## config.mk

```make
export PLATFORM = sky130hd
export DESIGN_NAME = mem_pattern_gen
export DESIGN_NICKNAME = d
export VERILOG_FILES = /design/src/rtl/mem_pattern_gen.sv
export SDC_FILE = /design/constraint.sdc
export NUM_CORES = 1
export LEC_CHECK = 0
export ABC_AREA = 1
export BUFFER_PORTS_ARGS = -buffer_cell sky130_fd_sc_hd__buf_2
export CAP_MARGIN = 20
export CORE_MARGIN = 10
export CORE_UTILIZATION = 53
export CTS_BUF_LIST = sky130_fd_sc_hd__clkbuf_8
export CTS_CLUSTER_SIZE = 20
export DETAILED_ROUTE_END_ITERATION = 8
export PLACE_DENSITY = 0.89
export SLEW_MARGIN = 10
export SYNTH_ARGS = -nofsm -noshare
export SYNTH_HDL_FRONTEND = slang
export SYNTH_SLANG_ARGS = --single-unit
```

## constraint.sdc

```tcl
create_clock -name clk -period 2.3 [get_ports clk]
set_input_delay 0.46 -clock clk [delete_from_list [all_inputs] [get_ports clk]]
set_output_delay 0.46 -clock clk [all_outputs]
set_load 0.02 [all_outputs]
```

## src/rtl/mem_pattern_gen.sv

```systemverilog
// Memory traffic generator/checker: writes a pattern over an address range,
// reads each word back on alternating ports and tallies mismatches.
module mem_pattern_gen #(
  parameter int DW   = 8,
  parameter int AW   = 10,
  parameter int CW   = 11,
  parameter int ERRW = 8
) (
  input  logic            clk,
  input  logic            rst_n,
  input  logic            start,
  input  logic [1:0]      mode,
  input  logic [AW-1:0]   base_addr,
  input  logic [CW-1:0]   count,
  input  logic [DW-1:0]   seed,
  input  logic [DW-1:0]   rdata_a,
  input  logic [DW-1:0]   rdata_b,
  output logic [DW-1:0]   validdata,
  output logic            iWriteEnable,
  output logic            Readtoa,
  output logic            Readtob,
  output logic [AW-1:0]   iAddress,
  output logic            busy,
  output logic            done,
  output logic [ERRW-1:0] error_count,
  output logic [AW-1:0]   first_err_addr,
  output logic            err_seen
);

  localparam logic [2:0] IDLE = 3'd0;
  localparam logic [2:0] WR   = 3'd1;
  localparam logic [2:0] RD   = 3'd2;
  localparam logic [2:0] CMP  = 3'd3;
  localparam logic [2:0] FIN  = 3'd4;

  localparam int PW = (DW > 1) ? $clog2(DW) : 1;
  localparam logic [DW-1:0] DWV   = DW'(DW);
  localparam logic [PW-1:0] WLAST = PW'(DW - 1);

  logic [2:0]    state;
  logic [1:0]    mode_q;
  logic [DW-1:0] seed_q;
  logic [CW-1:0] cnt_q;
  logic [CW-1:0] idx;
  logic [AW-1:0] addr;
  // walking-one bit position, tracks (idx + seed) mod DW
  logic [PW-1:0] wpos;

  logic [PW-1:0] wpos0;
  logic [PW-1:0] wpos_nx;
  logic [CW-1:0] idx_nx;
  logic [AW-1:0] addr_nx;
  logic [DW-1:0] rd_sel;
  logic          mism;

  function automatic logic [DW-1:0] pat(
    input logic [1:0]    m,
    input logic [DW-1:0] s,
    input logic [CW-1:0] k,
    input logic [AW-1:0] a,
    input logic [PW-1:0] wp
  );
    case (m)
      2'd0:    pat = s + DW'(k);
      2'd1:    pat = DW'(1) << wp;
      2'd2:    pat = DW'(a);
      default: pat = ~DW'(a);
    endcase
  endfunction

  assign wpos0   = PW'(seed % DWV);
  assign wpos_nx = (wpos == WLAST) ? '0 : wpos + PW'(1);
  assign idx_nx  = idx + CW'(1);
  assign addr_nx = addr + AW'(1);
  // even vectors were read on port A, odd on port B
  assign rd_sel  = idx[0] ? rdata_b : rdata_a;
  assign mism    = (rd_sel != validdata);

  always_ff @(posedge clk or negedge rst_n) begin
    if (!rst_n) begin
      state          <= IDLE;
      mode_q         <= '0;
      seed_q         <= '0;
      cnt_q          <= '0;
      idx            <= '0;
      addr           <= '0;
      wpos           <= '0;
      validdata      <= '0;
      iWriteEnable   <= 1'b0;
      Readtoa        <= 1'b0;
      Readtob        <= 1'b0;
      iAddress       <= '0;
      busy           <= 1'b0;
      done           <= 1'b0;
      error_count    <= '0;
      first_err_addr <= '0;
      err_seen       <= 1'b0;
    end else begin
      case (state)
        IDLE: begin
          if (start) begin
            mode_q         <= mode;
            seed_q         <= seed;
            cnt_q          <= count;
            idx            <= '0;
            addr           <= base_addr;
            wpos           <= wpos0;
            error_count    <= '0;
            first_err_addr <= '0;
            err_seen       <= 1'b0;
            if (count == '0) begin
              state <= FIN;
              done  <= 1'b1;
            end else begin
              state        <= WR;
              busy         <= 1'b1;
              iWriteEnable <= 1'b1;
              iAddress     <= base_addr;
              validdata    <= pat(mode, seed, '0, base_addr, wpos0);
            end
          end
        end
        WR: begin
          state        <= RD;
          iWriteEnable <= 1'b0;
          Readtoa      <= ~idx[0];
          Readtob      <= idx[0];
        end
        RD: begin
          state   <= CMP;
          Readtoa <= 1'b0;
          Readtob <= 1'b0;
        end
        CMP: begin
          if (mism) begin
            if (error_count != '1)
              error_count <= error_count + ERRW'(1);
            if (!err_seen) begin
              err_seen       <= 1'b1;
              first_err_addr <= addr;
            end
          end
          idx  <= idx_nx;
          addr <= addr_nx;
          wpos <= wpos_nx;
          if (idx_nx == cnt_q) begin
            state <= FIN;
            busy  <= 1'b0;
            done  <= 1'b1;
          end else begin
            state        <= WR;
            iWriteEnable <= 1'b1;
            iAddress     <= addr_nx;
            validdata    <= pat(mode_q, seed_q, idx_nx, addr_nx, wpos_nx);
          end
        end
        FIN: begin
          state <= IDLE;
          done  <= 1'b0;
        end
        default: begin
          state <= IDLE;
          busy  <= 1'b0;
          done  <= 1'b0;
        end
      endcase
    end
  end

endmodule

```

==> results.toml <==
[sta]
slew_headroom = 0.673
hold_violations = 0
clock_skew_ns = 0.0130
rsz0062_at_grt = "yes"
final.min_clock_period_ns = 2.35
post-route-worst-setup-slack_ns = -0.0516
fin_hold_ws_ns = 0.296
maxSlewViolCount = 0
fmax_mhz = 425
worst_pin_slew_ns = 0.489
finalCritPeriodShare = 1.02
setup-violations-final = 1

[detailed_routing]
wl_met3_um = 1810
post_drt_wl_per_cell_um = 16.6
vias = 6100
ant_nets = 0
drt_iter0_drc = 640
dr.max_layer_used = "met4"
wl_met2_um = 8470
drcViolationCount = 0
drt-total-wl_um = 18000
via_per_inst = 5.64
drtPass1Iterations = 6
drt-met1-wl_um = 7150

[global_route]
grt_max_degree = 42
first_global_vias = 5554
grt.overflow.total = 0
grt_pass1_wl_um = 27300
grt_usage = 0.222
antenna_found_initial = 0

[critical_path]
cpMaxStageDelayCell = "dfrtp_1"
path_cells = "buf_6 -> nand2_2 -> nor2_4 -> nand2_1 -> nand2_1 -> nand2_1 -> inv_1 -> ha_4 -> nand2_1 -> inv_2 -> nand2_2 -> nor2_2 -> nor2_2 -> inv_1 -> nand2_1 -> nand3_1 -> nand2_1 -> nand2_1 -> nand2_1 -> nand4_1 -> nand2_1"
cp.arrival_ns = 2.67
crit_type = "flop to flop"
cp-start-kind = "flop"
cp.required_ns = 2.62
worstRegToRegCells = 21
cp_max_fo = 5
path_common_cell = "nand2_1"
endpoint_kind = "flop"
cpPeakStageDelay_ns = 0.42

[placed_design]
io_buffers = 91
place.gp.congestion = 1.05
hpwl_um = 13200
pre_cts_slack_ns = -0.0464

[yosys]
synth_top_cell_by_area = "dfrtp_1"
synth_most_common_cell = "nand2_1"
yosysUniqueCellTypes = 35
synth.area.mux_share = 0
syn_inst = 824
synthAdderAreaFrac = 0.0383
seq_area_frac_synth = 0.392
synth_top_area_share = 0.392
yosys-top-cells-count = "nand2_1 (289), inv_1 (96), dfrtp_1 (90)"
async_flop_share = 1.00
synth_top_family_by_area = "simple AND/OR/NAND/NOR gates"
synth_compound_area_frac = 0.114
netlist_area_um2 = 5750
synth_area_leaders = "dfrtp_1 (39%), nand2_1 (19%), o21ai_0 (6.6%), inv_1 (6.3%), nand3_1 (5.2%)"
synth_xor_area_frac = 0.0229
synth_edf_count = 0
synth-seq-cells = 90
synthSimpleGateAreaFrac = 0.346
ys_warn_count = 0
syn_area_per_cell_um2 = 6.97
synth_ff_type = "dfrtp_1"
synth_fp_nets = 891

[die]
die-area_um2 = 15400
initial_utilization = 0.549
coreArea_um2 = 10500
io-pin-count = 92
die_h_um = 124
rows = 37
die_w_um = 124

[cells_and_area]
final_util = 0.665
diodes = 0
areaGrowthSynthToFinish_pct = 21.1
nets = 1007
drive_gt1_frac = 0.210

[min_path]
hold_class = "input port to flop"
hold_depth = 3

[pwr]
ir_worst_vdd_mv = 0.880
leakage_uw = 0.00368
power.density_nw_per_um2 = 1400

[cts]
cts_buffer_depth = 2
cts_sinks = 90
clockRootBuffer = "clkbuf_8"
cts_tree = "yes"
htreeDepth = 3
clock_latency_ns = 0.38
cts_buffers = 9
clkTransAtPathRegs_ns = 0.09

[job]
max_cap_violations = 0

[run_status]
failed_checks = "setup timing"
outcome = "finished, violations left"
-- metrics by stage --
step | total power, uW | TNS, ns | cells | cell area, um2
floorplan | 6380 | 0 | 824 | 5750
global placement | 7860 | 0 | 1052 | 6460
detailed placement | 7980 | -0.0534 | 1052 | 6460
CTS | 9180 | 0 | 1069 | 6700
global route | 10500 | -0.598 | 1081 | 6960
finish | 9750 | -0.0516 | 1081 | 6960
-- routing by layer --
layer | global-route usage | up-vias
li1 | - | 2909
met2 | 0.355 | 329
met3 | 0.0525 | 60
met5 | 0 | -
met4 | 0.0712 | 0
met1 | 0.290 | 2802
-- worst paths after layout --
kind	startpoint	endpoint	slack, ns
min in group asynchronous	rst_n	Readtob	0.54
setup reg to reg	idx[1]	validdata[7]	-0.05
max in group asynchronous	rst_n	addr[0]	1.11
hold / removal	count[8]	cnt_q[8]	0.30
hold reg to reg	iAddress[9]	iAddress[9]	0.47
setup / recovery	idx[1]	validdata[7]	-0.05
-- layout by cell type (no fill, tap or decap), drive strengths merged, types with 6 or more instances in the layout --
cell type / n
xor2: 10
nand4: 29
nand2: 293
clkbuf: 9
nand3: 63
or2: 7
inv: 102
a21oi: 14
o211ai: 6
nor3: 14
nor2: 50
o21ai: 79
ha: 16
buf: 128
dfrtp: 90
o22ai: 7
-- flip-flops by register name, summed over array words and instances, names as in the netlist, 2 cells and up --
signal,cells
first_err_addr,10
wpos,3
addr,10
iAddress,10
seed_q,8
state,3
cnt_q,11
validdata,8
error_count,8
idx,11
mode_q,2
-- power by group --
part | internal, uW | total, uW | switching [uW]
clock network | 510 | 1130 | 619
logic | 2050 | 5720 | 3670
registers | 2250 | 2910 | 652
-- logic make-up after synthesis --
kind of cell,after synthesis
AO/OA/AOI/OAI,119
XOR/XNOR,15
adder cells (fa/ha/maj),17
buffers and inverters,123
flip-flops,90
AND/OR/NAND/NOR,460
-- layout make-up --
class | instances | area, um2
Fill cell | 883 | 3500
Multi-Input combinational cell | 612 | 3190
Sequential cell | 90 | 2250
Timing Repair Buffer | 129 | 778
Inverter | 98 | 370
Tap cell | 136 | 170
Clock buffer | 9 | 124
Clock inverter | 7 | 75.1
-- worst max-delay path, delay by kind of cell, from the launching register on --
kind | cells | cell delay (ns)
and+or+nand+nor | 16 | 1.30
buffers and inverters | 4 | 0.36
adders and majority gates | 1 | 0.22
DFF | 1 | 0.42
-- timing repair --
| action | 4_1_cts | 5_1_grt |
|---|---|---|
| setup endpoints to repair | 3 | 31 |
| hold buffers | 1 | 0 |
| gates cloned | 0 | 1 |
| pin swaps | 0 | 22 |
| endpoints found under the hold margin | 24 | 0 |
| buffers inserted | 0 | 11 |
| gates resized for setup | 5 | 47 |
(Power assumes the default switching activity.)
